## src/rtl/wb_arbiter.sv

```systemverilog
// rtl/wb_arbiter.sv - round-robin EXU/LSU writeback arbiter with pending-write scoreboard
module wb_arbiter #(
    parameter int REG_NUM_WIDTH = 5,
    parameter int REG_WIDTH     = 32
) (
    input  logic                     clock,
    input  logic                     reset,
    input  logic                     ioIssue_en,
    input  logic [REG_NUM_WIDTH-1:0] ioIssue_rd,
    input  logic                     ioExu_valid,
    output logic                     ioExu_ready,
    input  logic [REG_NUM_WIDTH-1:0] ioExu_rd,
    input  logic [REG_WIDTH-1:0]     ioExu_data,
    input  logic                     ioLsu_valid,
    output logic                     ioLsu_ready,
    input  logic [REG_NUM_WIDTH-1:0] ioLsu_rd,
    input  logic [REG_WIDTH-1:0]     ioLsu_data,
    output logic                     ioRD_en,
    output logic [REG_NUM_WIDTH-1:0] ioRD_addr,
    output logic [REG_WIDTH-1:0]     ioRD_data,
    input  logic [REG_NUM_WIDTH-1:0] ioQuery_rs1,
    input  logic [REG_NUM_WIDTH-1:0] ioQuery_rs2,
    output logic                     ioQuery_rs1_busy,
    output logic                     ioQuery_rs2_busy,
    output logic                     ioWbErr
);
    localparam int NREG = 1 << REG_NUM_WIDTH;

    typedef enum logic {
        CH_EXU = 1'b0,
        CH_LSU = 1'b1
    } chan_t;

    logic [NREG-1:0]          r_pend;
    chan_t                    r_last;
    logic                     r_rd_en;
    logic [REG_NUM_WIDTH-1:0] r_rd_addr;
    logic [REG_WIDTH-1:0]     r_rd_data;
    logic                     r_err;

    logic                     w_exu_ready;
    logic                     w_lsu_ready;
    logic                     w_exu_acc;
    logic                     w_lsu_acc;
    logic                     w_acc;
    chan_t                    w_grant;
    logic [REG_NUM_WIDTH-1:0] w_rd;
    logic [REG_WIDTH-1:0]     w_data;
    logic                     w_rd_nz;
    logic                     w_err_set;
    logic [NREG-1:0]          w_pend_nxt;

    // A channel's ready never looks at its own valid, so on a tie exactly one side is granted.
    assign w_exu_ready = !ioLsu_valid || (r_last == CH_LSU);
    assign w_lsu_ready = !ioExu_valid || (r_last == CH_EXU);
    assign w_exu_acc   = ioExu_valid && w_exu_ready;
    assign w_lsu_acc   = ioLsu_valid && w_lsu_ready;
    assign w_acc       = w_exu_acc || w_lsu_acc;
    assign w_grant     = w_lsu_acc ? CH_LSU : CH_EXU;
    assign w_rd        = w_lsu_acc ? ioLsu_rd : ioExu_rd;
    assign w_data      = w_lsu_acc ? ioLsu_data : ioExu_data;
    assign w_rd_nz     = (w_rd != '0);
    assign w_err_set   = w_acc && w_rd_nz && !r_pend[w_rd];

    // Clear on writeback first, then set on issue so a same-cycle new producer wins.
    always_comb begin
        w_pend_nxt = r_pend;
        if (w_acc && w_rd_nz) begin
            w_pend_nxt[w_rd] = 1'b0;
        end
        if (ioIssue_en && (ioIssue_rd != '0)) begin
            w_pend_nxt[ioIssue_rd] = 1'b1;
        end
        w_pend_nxt[0] = 1'b0;
    end

    always_ff @(posedge clock or posedge reset) begin
        if (reset) begin
            r_pend    <= '0;
            r_last    <= CH_LSU;
            r_rd_en   <= 1'b0;
            r_rd_addr <= '0;
            r_rd_data <= '0;
            r_err     <= 1'b0;
        end else begin
            r_pend  <= w_pend_nxt;
            r_rd_en <= w_acc && w_rd_nz;
            if (w_acc) begin
                r_last    <= w_grant;
                r_rd_addr <= w_rd;
                r_rd_data <= w_data;
            end
            if (w_err_set) begin
                r_err <= 1'b1;
            end
        end
    end

    assign ioExu_ready      = w_exu_ready;
    assign ioLsu_ready      = w_lsu_ready;
    assign ioRD_en          = r_rd_en;
    assign ioRD_addr        = r_rd_addr;
    assign ioRD_data        = r_rd_data;
    assign ioQuery_rs1_busy = r_pend[ioQuery_rs1];
    assign ioQuery_rs2_busy = r_pend[ioQuery_rs2];
    assign ioWbErr          = r_err;
endmodule
```

## config.mk

```make
export PLATFORM = sky130hd
export DESIGN_NAME = wb_arbiter
export DESIGN_NICKNAME = d
export VERILOG_FILES = /design/src/rtl/wb_arbiter.sv
export SDC_FILE = /design/constraint.sdc
export NUM_CORES = 1
export LEC_CHECK = 0
export ABC_AREA = 1
export CAP_MARGIN = 40
export CORE_MARGIN = 2
export CORE_UTILIZATION = 27
export CTS_CLUSTER_SIZE = 8
export DETAILED_ROUTE_END_ITERATION = 8
export GPL_TIMING_DRIVEN = 0
export PLACE_DENSITY = 0.62
export SLEW_MARGIN = 20
export SYNTH_ARGS = -nofsm -noshare
export SYNTH_HDL_FRONTEND = slang
export SYNTH_SLANG_ARGS = --single-unit
```

## constraint.sdc

```tcl
create_clock -name clock -period 4 [get_ports clock]
set_input_delay 0.8 -clock clock [delete_from_list [all_inputs] [get_ports clock]]
set_output_delay 0.8 -clock clock [all_outputs]
set_load 0.01 [all_outputs]
```

== After elaboration in Yosys (flattened, before gate mapping) ==
Index checks and enable logic that the tools add are counted.
W data, S select, Z words.

* Register bits after elaboration: 71
* Input bits: 94
* Output and inout port bits: 43
* Word-level logic and storage cells: 46

* $lt $le $gt $ge: 6
* Muxes and demuxes: 15
* Bitwise operators: 4
* Reductions and logical operators: 15

{| class="wikitable"
|+ Operators with widths
! kind !! count
|-
| $mux W32 || 3
|-
| $and A32 B32 Y32 || 1
|-
| $not A32 Y32 || 1
|-
| $or A32 B32 Y32 || 1
|-
| $lt A5 B6 Y1 const B || 4
|-
| $bmux W1 S5 || 3
|-
| $demux W1 S5 || 2
|-
| $ge A5 B1 Y1 const B || 2
|-
| $reduce_bool A5 Y1 || 2
|-
| $logic_and A1 B1 Y1 || 7
|-
| $mux W1 || 6
|-
| $mux W5 || 1
|-
| $logic_not A1 Y1 || 3
|-
| $logic_or A1 B1 Y1 || 3
|-
| $not A1 Y1 || 1
|}

== Depth between registers and ports, before layout ==
* Depth in word-level cells: 13
* Gate-level depth with buffers: 14
* Gate-level depth less buffers: 13

== Worst setup path after synthesis ==
OpenSTA, ideal clock, no wires.

* Path kind: input to output
* From: input ioQuery_rs1[0]
* To: output ioQuery_rs1_busy
* Data arrival time: 1.856 ns
* Data required time: 3.200 ns
* Path slack: 1.344 ns
* Stages on the path: 8
* Path buffers: 1
* Cells stage by stage: inv_1 > clkbuf_1 > nor2_1 > o221ai_1 > nand3_1 > nand2_1 > inv_1 > o21ai_0

* Word-level cells in the longest chain between the ends: 2

{| class="wikitable"
|+ Ends and longest elaborated chain
! item !! line !! source
|-
| start: declaration || 21 || <nowiki>input logic [REG_NUM_WIDTH-1:0] ioQuery_rs1,</nowiki>
|-
| $bmux W1 S5 || 104 || <nowiki>assign ioQuery_rs1_busy = r_pend[ioQuery_rs1];</nowiki>
|-
| $mux W1 (implied by the code) || 104 ||
|-
| end: declaration || 23 || <nowiki>output logic ioQuery_rs1_busy,</nowiki>
|}

Every way passes these cells. The select of a mux whose other input is x is not followed.

== Worst setup path in the final report ==
* From: input ioQuery_rs2[0]
* To: output ioQuery_rs2_busy

* Word-level cells in the longest chain between the ends: 2

{| class="wikitable"
|+ Ends and longest elaborated chain
! item !! line !! source
|-
| start: declaration || 22 || <nowiki>input logic [REG_NUM_WIDTH-1:0] ioQuery_rs2,</nowiki>
|-
| $bmux W1 S5 || 105 || <nowiki>assign ioQuery_rs2_busy = r_pend[ioQuery_rs2];</nowiki>
|-
| $mux W1 (implied by the code) || 105 ||
|-
| end: declaration || 24 || <nowiki>output logic ioQuery_rs2_busy,</nowiki>
|}

Every way passes these cells. The select of a mux whose other input is x is not followed.

==> out/metrics.csv <==
metric,value,unit
grt_use_total,0.182,
vias,4385,
critical_path_required,3.20,ns
post-route-period-util,0.969,
place_inst,858,
fin_area,5970,um^2
whs_path_depth,2,
clock-root-buffer,clkbuf_16,
coreArea,14600,um^2
synth-edff-count,0,
clock-sinks,71,
slew_headroom,0.688,
synth_flop_cell,dfrtp_1,
r2r_slack,1.92,ns
ant_nets,0,
rr_worst_depth,8,
drv_cap,0,
worst_clock_skew,0.00243,ns
ir_worst_vdd,0.210,mV
met2_usage,0.306,
globalplace.congestion,0.924,
leakage,2.68,nW
syn_nets,631,
grt_max_degree,56,
cts-htree-levels,3,
ys_seq_area_frac,0.436,
cts_buffers,9,
total_power,2.60,mW
core.rowCount,44,
dpl_cell_area,5700,um^2
insertion_delay,0.33,ns
synthTopCellsByArea,"dfrtp_1, o21ai_0, nand2_1, mux2i_1, nor2_1",
drt_wl_total,14500,um
port_buffers,136,
rr_endpoint,r_pend[2]$_DFF_PP0_,
setup_viol,0,
fin_setup_tns,0,ns
worst_pin_slew,0.467,ns
gr-total-overflow,0,
worst_setup_path_start_kind,input pin,
max_freq,258,MHz
synth_cell_types,26,
grt_pass1_wl,23300,um
synth_commonest_cells,"nand2_1, o21ai_0, dfrtp_1, nor2_1, inv_1",
powerDensity,436,nW/um^2
worstPathArrival,3.07,ns
hold_path.class,flip-flop to flip-flop,
synth.ff_latch_count,71,
synth_top_area_frac,0.430,
yosys_warnings,0,
dp_hpwl,11100,um
busiest_layer,met2,
finalHoldViolCount,0,
first_pass_iters,5,
use_met1,0.232,
tritoncts,yes,
avgSynthCellArea,7.59,um^2
final_cells,872,
clk_path_buf_depth,2,
routedWlPerCell,16.6,um
start_util,0.278,
timing.rr.start,r_last$_DFFE_PP1P_,
grt_pass1_vias,4516,
dieArea,16100,um^2
ios,137,
path_max_fanout,10,
nNetsFinal,778,
die_y,127,um
drv_slew,0,
drtIter0Drc,343,
final_core_util,0.408,
outcome,completed,
synth.most_common_cell,nand2_1,
clk_pin_slew,0.06,ns
vias_per_cell,5.03,
preCtsSetupSlack,-0.00454,ns
drc,0,
drive_gt1_frac,0.0683,
fin_crit,3.87,ns
timing.final.ws_setup,0.126,ns
hold_ws,0.461,ns
rsz0062_at_grt,no,
worst_setup_path_end_kind,output pin,
use_met3,0.0418,
area_growth,46.4,%
whs_endpoint,ioWbErr$_DFFE_PP0P_,
synthArstFlopShare,1.00,
antenna_found_initial,0,
synthCells,537,
min_from,ioWbErr$_DFFE_PP0P_,
die_w,127,um
synth_area_leader_cell,dfrtp_1,
syn_area,4080,um^2
crit_type,input pin to output pin,
num_antenna_cells,0,
[state kept, by name (all words and copies together), names as in the netlist]
name	cells
ioRD_data	32
r_last	1
ioRD_addr	5
ioRD_en	1
ioWbErr	1
r_pend	31
[cell usage in the layout (no fill, tap or decap), drive strengths merged]
cell type,instances
nand2,143
o21ai,138
clkdlybuf4s50,136
dfrtp,70
inv,43
nor2,40
mux2i,32
nand3,29
clkbuf,16
buf,13
o221ai,7
a21oi,6
o211ai,4
o22ai,4
clkinv,2
clkinvlp,2
nand3b,1
o31ai,1
dfstp,1
[layer usage]
| metal | share of wire | vias up |
|---|---|---|
| li1 | - | 2111 |
| met3 | 0.062 | 28 |
| met2 | 0.48 | 146 |
| met5 | 0 | - |
| met4 | 0.023 | 0 |
| met1 | 0.43 | 2100 |
[critical path: stages]
cell and delay (ns):
clkdlybuf4s50_1 0.59, clkbuf_1 0.39, o21ai_0 0.14, o22ai_1 0.28
nor2_1 0.08, o22ai_1 0.13, nand2_1 0.07, nand2_1 0.06
clkdlybuf4s50_1 0.53
[layout make-up]
class                      count  area [um^2]
buffer                        18         97.6
clock buffer                  10          239
clock inverter                 5         33.8
fill                        1498         8670
inverter                      42          160
multi-input combinational    405         2040
sequential                    71         1780
tap                          184          230
timing repair buffer         137         1390
[kinds of logic after synthesis]
family | after synthesis | share of synthesized area
buf+inv | 61 | 0.0629
compound gates | 160 | 0.212
mux | 32 | 0.0786
flops | 71 | 0.436
simple gates | 213 | 0.211
[worst max-delay path by stage]
stage / start / to / slack, ns / depth (start not counted)
after floorplan: ioQuery_rs1[0] / ioQuery_rs1_busy / 1.34 / 8
after global placement: ioQuery_rs2[0] / ioQuery_rs2_busy / 0.06 / 10
after detailed placement: ioQuery_rs2[0] / ioQuery_rs2_busy / -0.005 / 10
after CTS: ioQuery_rs1[0] / ioQuery_rs1_busy / 0.09 / 10
after global routing: ioQuery_rs2[0] / ioQuery_rs2_busy / 0.03 / 9
final: ioQuery_rs2[0] / ioQuery_rs2_busy / 0.13 / 9
[power breakdown]
group          internal [mW]  switching, mW
Sequential             0.882          0.196
Clock                  0.433          0.314
Combinational          0.375          0.402
Total                   1.69          0.912
[what timing repair did]
action                     in CTS  in global routing
hold buffers                    0                  0
setup endpoints to repair       1                  1
gates resized for setup         0                  6
setup buffers                   0                  0
Power figures use the tool's default switching activity.
